[config.mk]
export PLATFORM = sky130hd
export DESIGN_NAME = neuron_dispatch_ctrl_flat
export DESIGN_NICKNAME = d
export VERILOG_FILES = /design/src/rtl/neuron_dispatch_ctrl_if.sv /design/src/rtl/neuron_dispatch_ctrl.sv /design/src/flat_wrapper.sv
export SDC_FILE = /design/constraint.sdc
export NUM_CORES = 1
export LEC_CHECK = 0
export CORE_UTILIZATION = 54
export CTS_CLUSTER_DIAMETER = 50
export DETAILED_ROUTE_END_ITERATION = 16
export PLACE_DENSITY = 0.84
export SETUP_SLACK_MARGIN = 0.05
export SLEW_MARGIN = 20
export SYNTH_ARGS = -nofsm -noshare
export SYNTH_HDL_FRONTEND = slang
export SYNTH_SLANG_ARGS = --single-unit
export TNS_END_PERCENT = 30
[constraint.sdc]
create_clock -name clk -period 4.5 [get_ports clk]
set_input_delay 0.675 -clock clk [delete_from_list [all_inputs] [get_ports clk]]
set_output_delay 0.675 -clock clk [all_outputs]
set_load 0.005 [all_outputs]
[src/rtl/neuron_dispatch_ctrl_if.sv]
// Stream and neuron-side bus bundle for the neuron dispatch controller.
// slave = controller view, master = surrounding datapath/neuron view.
interface neuron_dispatch_ctrl_if #(
    parameter int WIDTH = 15
) ();
    logic             in_valid;
    logic             in_ready;
    logic [WIDTH:0]   in_data;
    logic [1:0]       in_sel;
    logic [WIDTH:0]   act_x;
    logic [WIDTH:0]   act_y;
    logic [WIDTH:0]   act_z;
    logic [1:0]       act_sel;
    logic             act_rst;
    logic             act_done;
    logic [WIDTH:0]   act_result;
    logic             out_valid;
    logic             out_ready;
    logic [WIDTH:0]   out_data;
    logic             out_err;

    modport slave (
        input  in_valid, in_data, in_sel,
        input  act_done, act_result, out_ready,
        output in_ready, act_x, act_y, act_z, act_sel, act_rst,
        output out_valid, out_data, out_err
    );

    modport master (
        output in_valid, in_data, in_sel,
        output act_done, act_result, out_ready,
        input  in_ready, act_x, act_y, act_z, act_sel, act_rst,
        input  out_valid, out_data, out_err
    );
endinterface

[src/rtl/neuron_dispatch_ctrl.sv]
// Issue-side controller for the CORDIC activation neuron: input FIFO,
// one-at-a-time launch/wait with timeout, and a held result stream.
module neuron_dispatch_ctrl #(
    parameter int             WIDTH      = 15,
    parameter int             FIFO_DEPTH = 4,
    parameter int             TIMEOUT    = 63,
    parameter logic [WIDTH:0] X_INIT     = 16'h04D5,
    parameter logic [WIDTH:0] Y_INIT     = 16'h0000
) (
    input  logic                clk,
    input  logic                ext_reset,
    neuron_dispatch_ctrl_if.slave bus,
    output logic                busy
);
    localparam int AW = $clog2(FIFO_DEPTH);
    localparam int CW = $clog2(TIMEOUT + 1);
    localparam logic [AW:0]   FULL = (AW + 1)'(FIFO_DEPTH);
    localparam logic [CW-1:0] TMO  = CW'(TIMEOUT);

    typedef enum logic [1:0] {IDLE, LAUNCH, WAIT, HOLD} state_t;

    state_t          state, state_next;
    logic [WIDTH+2:0] mem [FIFO_DEPTH];
    logic [AW-1:0]   wr_ptr, rd_ptr;
    logic [AW:0]     count, count_next;
    logic            in_ready_q;
    logic            push, pop;
    logic [CW-1:0]   cnt;
    logic [WIDTH+2:0] head;

    assign push = bus.in_valid && in_ready_q;
    assign pop  = (state == IDLE) && (count != '0);
    assign head = mem[rd_ptr];

    assign bus.in_ready = in_ready_q;
    assign bus.act_x    = X_INIT;
    assign bus.act_y    = Y_INIT;
    assign busy         = (state != IDLE) || (count != '0);

    always_comb begin
        count_next = count;
        if (push && !pop) count_next = count + 1'b1;
        if (pop && !push) count_next = count - 1'b1;
    end

    always_ff @(posedge clk) begin
        if (push) mem[wr_ptr] <= {bus.in_sel, bus.in_data};
    end

    always_ff @(posedge clk or negedge ext_reset) begin
        if (!ext_reset) begin
            wr_ptr     <= '0;
            rd_ptr     <= '0;
            count      <= '0;
            in_ready_q <= 1'b1;
        end else begin
            if (push) wr_ptr <= wr_ptr + AW'(1);
            if (pop)  rd_ptr <= rd_ptr + AW'(1);
            count      <= count_next;
            in_ready_q <= (count_next != FULL);
        end
    end

    always_ff @(posedge clk or negedge ext_reset) begin
        if (!ext_reset) state <= IDLE;
        else            state <= state_next;
    end

    always_comb begin
        state_next    = state;
        bus.act_rst   = 1'b1;
        bus.out_valid = 1'b0;
        unique case (state)
            IDLE: begin
                if (count != '0) state_next = LAUNCH;
            end
            LAUNCH: begin
                state_next = WAIT;
            end
            WAIT: begin
                bus.act_rst = 1'b0;
                if (bus.act_done || cnt == TMO) state_next = HOLD;
            end
            HOLD: begin
                bus.out_valid = 1'b1;
                if (bus.out_ready) state_next = IDLE;
            end
        endcase
    end

    // done takes priority over the timeout compare on the same cycle
    always_ff @(posedge clk or negedge ext_reset) begin
        if (!ext_reset) begin
            bus.act_z    <= '0;
            bus.act_sel  <= '0;
            bus.out_data <= '0;
            bus.out_err  <= 1'b0;
            cnt          <= '0;
        end else begin
            unique case (state)
                IDLE: begin
                    if (pop) begin
                        bus.act_z   <= head[WIDTH:0];
                        bus.act_sel <= head[WIDTH+2:WIDTH+1];
                    end
                end
                LAUNCH: begin
                    cnt <= '0;
                end
                WAIT: begin
                    if (bus.act_done) begin
                        bus.out_data <= bus.act_result;
                        bus.out_err  <= 1'b0;
                    end else if (cnt == TMO) begin
                        bus.out_data <= '0;
                        bus.out_err  <= 1'b1;
                    end else begin
                        cnt <= cnt + CW'(1);
                    end
                end
                HOLD: begin
                end
            endcase
        end
    end
endmodule
[src/flat_wrapper.sv]
// flat-port wrapper written by rule: the top's interface ports become plain ports
module neuron_dispatch_ctrl_flat 
#(
    parameter int             WIDTH      = 15,
    parameter int             FIFO_DEPTH = 4,
    parameter int             TIMEOUT    = 63,
    parameter logic [WIDTH:0] X_INIT     = 16'h04D5,
    parameter logic [WIDTH:0] Y_INIT     = 16'h0000
)
  (clk, ext_reset, busy, bus_in_valid, bus_in_data, bus_in_sel, bus_act_done, bus_act_result, bus_out_ready, bus_in_ready, bus_act_x, bus_act_y, bus_act_z, bus_act_sel, bus_act_rst, bus_out_valid, bus_out_data, bus_out_err);
  neuron_dispatch_ctrl_if #(.WIDTH(WIDTH)) bus_i ();
  input  logic clk;
  input  logic ext_reset;
  output logic busy;
  input wire logic [$bits(bus_i.in_valid)-1:0] bus_in_valid;
  input wire logic [$bits(bus_i.in_data)-1:0] bus_in_data;
  input wire logic [$bits(bus_i.in_sel)-1:0] bus_in_sel;
  input wire logic [$bits(bus_i.act_done)-1:0] bus_act_done;
  input wire logic [$bits(bus_i.act_result)-1:0] bus_act_result;
  input wire logic [$bits(bus_i.out_ready)-1:0] bus_out_ready;
  output wire logic [$bits(bus_i.in_ready)-1:0] bus_in_ready;
  output wire logic [$bits(bus_i.act_x)-1:0] bus_act_x;
  output wire logic [$bits(bus_i.act_y)-1:0] bus_act_y;
  output wire logic [$bits(bus_i.act_z)-1:0] bus_act_z;
  output wire logic [$bits(bus_i.act_sel)-1:0] bus_act_sel;
  output wire logic [$bits(bus_i.act_rst)-1:0] bus_act_rst;
  output wire logic [$bits(bus_i.out_valid)-1:0] bus_out_valid;
  output wire logic [$bits(bus_i.out_data)-1:0] bus_out_data;
  output wire logic [$bits(bus_i.out_err)-1:0] bus_out_err;
  assign bus_i.in_valid = bus_in_valid;
  assign bus_i.in_data = bus_in_data;
  assign bus_i.in_sel = bus_in_sel;
  assign bus_i.act_done = bus_act_done;
  assign bus_i.act_result = bus_act_result;
  assign bus_i.out_ready = bus_out_ready;
  assign bus_in_ready = bus_i.in_ready;
  assign bus_act_x = bus_i.act_x;
  assign bus_act_y = bus_i.act_y;
  assign bus_act_z = bus_i.act_z;
  assign bus_act_sel = bus_i.act_sel;
  assign bus_act_rst = bus_i.act_rst;
  assign bus_out_valid = bus_i.out_valid;
  assign bus_out_data = bus_i.out_data;
  assign bus_out_err = bus_i.out_err;
  neuron_dispatch_ctrl #(.WIDTH(WIDTH), .FIFO_DEPTH(FIFO_DEPTH), .TIMEOUT(TIMEOUT), .X_INIT(X_INIT), .Y_INIT(Y_INIT)) u_core (.clk(clk), .ext_reset(ext_reset), .bus(bus_i), .busy(busy));
endmodule
==> qor.yml, run 1 <==
status: "complete, no violations"
path_class: "reg2out"
htreeDepth: 4
p_int_mw: 3.05
antenna_cells: 0
ctsLongestPathBuffers: 2
cp_max_fo: 10
synthDistinctLibCells: 41
grt_pass1_vias: 2936
r2r_slack_ns: 1.80
hold_buffers: 0
start_util: 0.554
hold_slack_ns: 0.279
peakVddDrop_v: 0.000323
fin_crit_sh: 0.605
max-cap-violations: 0
die_height_um: 99.1
clkPwrFrac: 0.288
grt_first_pass_wirelength_um: 15300
via_count: 2811
critical_path.startpoint: "u_core.state[0]"
drt-vias-per-instance: 5.47
crit_path_start_kind: "register"
fin_crit_ns: 2.72
drt_iter0_drc: 98
layout_commonest_cell: "clkdlybuf4s50_1"
portBuffers: 77
power.leakage_nw: 2.50
swShare: 0.304
critical_path.endpoint_type: "output pin"
drc: 0
tns_ns: 0
syn_inst: 305
hold_viol: 0
setup_viol: 0
overflow: 0
synth_area_leaders: "edfxtp_1 (42%), dfrtp_1 (25%), mux4_2 (8.0%)"
cts_resized: 0
crit_arrival_ns: 2.05
io-pin-count: 110
dieArea_sq_mm: 0.00983
grt_antenna_before_repair: 0
placed_area_sq_mm: 0.00583
root_buffer: "clkbuf_8"
hold_path_class: "in2async"
row_count: 35
yosys.area.top_type: "edfxtp_1"
comb_power_share: 0.312
first_pass_iters: 4
synth-seq-cells: 123
power.share.sequential: 0.400
grt_max_degree: 52
crit_end: "bus_act_rst"
final_cell_mix: "clkdlybuf4s50_1 (76), edfxtp_1 (72), dfrtp_1 (50)"
max_freq_mhz: 368
rr_endpoint: "u_core.bus.in_ready"
ys_warn_count: 0
cts_tree: "yes"
synth-seq-area-share: 0.675
gp_congestion: 0.771
worst_pin_slew_ns: 1.00
skew_ns: 0.00917
slew_headroom: 0.332
yosysTopAreaCellShare: 0.424
netlist_area_sq_mm: 0.00510
switchingPower_mw: 1.33
postCtsSetupBuffers: 0
postRouteWirelength_um: 9480
drive_above_1_share: 0.189
area_growth_pct: 25.5
clk_latency_ns: 0.51
finalMaxSlewViolations: 0
ant_nets: 0
rsz0062_at_grt: "false"
clk_pin_slew_ns: 0.06
core_sq_mm: 0.00920
reg2reg_from: "u_core.state[0]"
power.density_mw_per_mm2: 685
grt_usage: 0.209
die_w_um: 99.1
synth_area_per_cell_sq_um: 16.7
nets: 441
design_area_sq_mm: 0.00639
cp.required_ns: 3.83
cts_num_sinks: 123
numCtsBuffers: 17
r2r_cells: 6
wl_per_cell_um: 18.4
dpl.hpwl_um: 5670
## metal layers
metal	vias to the layer above	global-route usage	routed length (um)
met4	0	0.0713	119
met3	12	0.0654	557
met1	1415	0.273	4080
met2	118	0.338	4720
li1	1266	-	-
met5	-	0	0
## sequential cells by signal, summed over array words and instances, names as in the netlist
register	flops
u_core.bus.act_sel	2
u_core.bus.act_z	16
u_core.bus.in_ready	1
u_core.bus.out_data	16
u_core.bus.out_err	1
u_core.cnt	6
u_core.count	3
u_core.mem	72
u_core.rd_ptr	2
u_core.state	2
u_core.wr_ptr	2
## logic make-up (layout without fill, tap and decap cells)
family | Yosys count | in the layout | synth area share
flops | 123 | 123 | 0.675
buf+inv | 53 | 121 | 0.0658
mux | 40 | 40 | 0.128
simple gates | 37 | 37 | 0.0398
compound gates | 31 | 31 | 0.0489
fa+ha+maj | 12 | 12 | 0.0295
xor+xnor | 7 | 7 | 0.0120
other cells | 2 | 32 | 0.00147
## worst max-delay path: stages (launching register included)
cell and delay, ns:
dfrtp_1 0.41, inv_1 0.10, ha_1 0.41, inv_2 0.15
clkdlybuf4s50_1 0.47
## power groups by stage
stage / sequential, mW / clock, mW / combinational [mW]
finish: 1.75 / 1.26 / 1.36
global route: 1.79 / 1.34 / 1.49
CTS: 1.75 / 1.28 / 1.38
detailed placement: 1.77 / 0 / 1.35
global placement: 1.74 / 0 / 1.32
floorplan: 1.71 / 0 / 0.846
## synth_stat cells
| library cell | number |
|---|---|
| nand2b_4 | 1 |
| nand2_1 | 4 |
| nand2_2 | 1 |
| a41oi_1 | 1 |
| inv_1 | 8 |
| a21oi_1 | 2 |
| a31oi_1 | 2 |
| o22ai_1 | 1 |
| nand3_1 | 8 |
| conb_1 | 2 |
| nor2b_1 | 1 |
| nor2_1 | 8 |
| edfxtp_1 | 72 |
| mux2_2 | 15 |
| buf_4 | 33 |
| mux2i_1 | 2 |
| or3b_1 | 1 |
| dfrtp_1 | 50 |
| o21ai_1 | 2 |
| a22o_1 | 16 |
| a2bb2oi_1 | 1 |
| and3_1 | 4 |
| mux2_1 | 5 |
| a311oi_2 | 1 |
| nor4b_1 | 1 |
| ha_1 | 12 |
| o21ai_0 | 1 |
| and4_1 | 1 |
| buf_2 | 10 |
| o31ai_1 | 1 |
| nor2_2 | 1 |
| dfstp_2 | 1 |
| a211oi_1 | 1 |
| or4_1 | 1 |
| and2_1 | 1 |
| xnor2_1 | 7 |
| inv_2 | 2 |
| nor3_1 | 4 |
| o211ai_1 | 1 |
| o32a_1 | 1 |
| mux4_2 | 18 |
## area by class of cell
cell class              instances  area [sq um]
flip-flops and latches        123          3440
well taps                     111           139
clock inverters                15           145
repair buffers                 79           781
clock buffers                  17           414
inverters                      10          37.5
multi-input cells             159          1440
fillers                       598          2800
## how the worst min path moves through the flow
stage	slack, ns	startpoint	depth (start not counted)	endpoint
after CTS	0.29	ext_reset	2	u_core.bus.out_data[15]
after detailed placement	0.48	u_core.bus.out_data[13]	1	u_core.bus.out_data[13]
after global placement	0.48	u_core.bus.act_z[1]	1	u_core.bus.act_z[1]
after global routing	0.33	ext_reset	2	u_core.bus.out_data[15]
after floorplan	0.38	ext_reset	0	u_core.bus.act_sel[0]
final	0.28	ext_reset	2	u_core.bus.out_data[15]
## through the flow
stage	instances	worst slack (ns)	utilization	total power, mW
after global placement	482	2.01	0.634	3.06
final	514	1.78	0.695	4.38
after CTS	514	1.79	0.695	4.42
after global routing	514	1.61	0.695	4.61
after floorplan	335	2.76	-	2.55
after detailed placement	482	1.86	0.634	3.12
Power figures use the tool's default switching activity.
==> run 2: changes to the inputs <==
- CORE_UTILIZATION: 54 -> 46
- PLACE_DENSITY: 0.84 -> 0.76
- clock period: 4.5 -> 2.25 ns (I/O delays scaled with it)
==> run 2 against run 1 <==
Effect of this change: via count increased by 1.7%; clock power increased by 110%; utilization decreased by 8.2 points; sequential power increased by 95%; combinational power increased by 120%; final area increased by 3.6%; non-clock buffer count increased by 16; hold slack improved by 0.17 ns; die area increased by 17%; largest cell class unchanged; routed wire length increased by 0.87%; worst setup slack got worse by 1.6 ns.
==> qor.yml, run 2 (synthesis results as in run 1) <==
largest_register_ff_count: 72
via_count: 2860
fin_crit_ns: 2.10
gp_congestion: 0.780
slew_headroom: 0.473
crit_end: "bus_act_rst"
top_regs: "u_core.mem (72), u_core.bus.act_z (16), u_core.bus.out_data (16)"
r2r_cells: 6
die_height_um: 107
critical_path.endpoint_type: "output pin"
layout_commonest_cell: "clkdlybuf4s50_1"
drive_above_1_share: 0.224
fin_cells: 559
cp_max_fo: 4
core_sq_mm: 0.0108
worst_pin_slew_ns: 0.790
first_pass_iters: 4
io-pin-count: 110
htreeDepth: 4
cp.required_ns: 1.91
overflow: 0
cts_tree: "yes"
placed_area_sq_mm: 0.00595
max-cap-violations: 0
drt_iter0_drc: 87
r2r_slack_ns: 0.41
die_w_um: 107
hold_path_class: "in2async"
start_util: 0.472
setup_viol: 0
wl_met2_um: 5120
design_area_sq_mm: 0.00662
grt_max_degree: 36
path_class: "reg2out"
postRouteWirelength_um: 9560
dp.cells: 520
status: "complete, no violations"
dieArea_sq_mm: 0.0115
max_freq_mhz: 476
finalMaxSlewViolations: 0
clk_pin_slew_ns: 0.06
wl_met3_um: 657
ctsLongestPathBuffers: 2
path_cells: "inv_1 > ha_1 > inv_2 > clkdlybuf4s50_1"
row_count: 38
wl_per_cell_um: 17.1
rr_endpoint: "u_core.state[1]"
nets: 457
area_growth_pct: 30.0
power.density_mw_per_mm2: 1380
antenna_cells: 0
grt_first_pass_wirelength_um: 15200
rsz0062_at_grt: "true"
seqCellArea_sq_mm: 0.00344
drc: 0
grt_pass1_vias: 2954
numCtsBuffers: 17
final_cell_mix: "clkdlybuf4s50_1 (75), edfxtp_1 (72), dfrtp_1 (50)"
grt_usage: 0.187
root_buffer: "clkbuf_8"
multi_input_area_sq_mm: 0.00147
crit_arrival_ns: 1.77
wl_met1_um: 3680
portBuffers: 77
skew_ns: 0.00819
drt-vias-per-instance: 5.12
peakVddDrop_v: 0.000812
reg2reg_from: "u_core.cnt[0]"
grt_antenna_before_repair: 0
dr.max_layer_used: "met4"
dpl.hpwl_um: 6040
cts_num_sinks: 123
nFillCells: 803
crit_path_start_kind: "register"
ant_nets: 0
cpPeakStageDelay_ns: 0.50
top_register: "u_core.mem"
hold_slack_ns: 0.445
clk_latency_ns: 0.51
crit_slowest_cell: "clkdlybuf4s50_1"
tns_ns: 0
hold_viol: 0
critical_path.startpoint: "u_core.state[0]"
fin_crit_sh: 0.934
power.leakage_nw: 2.59
[run 2: layer usage]
| layer | GRT usage | vias to the layer above |
|---|---|---|
| met4 | 0.0656 | 0 |
| met1 | 0.210 | 1433 |
| met2 | 0.322 | 119 |
| li1 | - | 1299 |
| met5 | 0 | - |
| met3 | 0.0738 | 9 |
[run 2: timing repair]
item,CTS,global route
endpoints found under the setup margin,2,2
hold endpoints to repair,32,0
hold buffers,1,0
gates resized for setup,5,2
setup buffers,1,5
cloned,0,0
[run 2: worst min path at each step]
stage,endpoint,slack (ns),cells after the start,start
detailed placement,u_core.cnt[1],0.48,1,ext_reset
global route,u_core.bus.out_data[8],0.42,2,bus_act_result[8]
CTS,u_core.mem[1][11],0.42,1,bus_in_data[11]
global placement,u_core.cnt[2],0.46,1,ext_reset
floorplan,u_core.bus.act_sel[0],0.04,0,ext_reset
finish,u_core.cnt[1],0.44,2,ext_reset
[run 2: layout make-up]
cell class	instances	share of cell area
multi-input combinational	159	0.221
inverter	10	0.00567
tap	140	0.0265
timing repair buffer	95	0.139
clock inverter	14	0.0255
sequential	123	0.519
clock buffer	18	0.0631
[run 2: report_power, final]
group	internal, mW	switching [mW]
clock network	1.69	0.969
logic	1.76	1.28
registers	3.10	0.321
[run 2: through the flow]
step                utilization  worst slack, ns  total power [mW]
global route              0.614           0.0476              9.64
detailed placement        0.551           0.0395              6.39
floorplan                     -            0.509              5.11
global placement          0.551            0.194              6.25
CTS                       0.609           0.0559              9.18
finish                    0.614            0.147              9.12
[run 2: worst max-delay path: cells and delay by family (launching register included)]
family	cells	cell delay (ns)
adders and majority gates	1	0.23
buffers and inverters	3	0.68
DFF	1	0.36
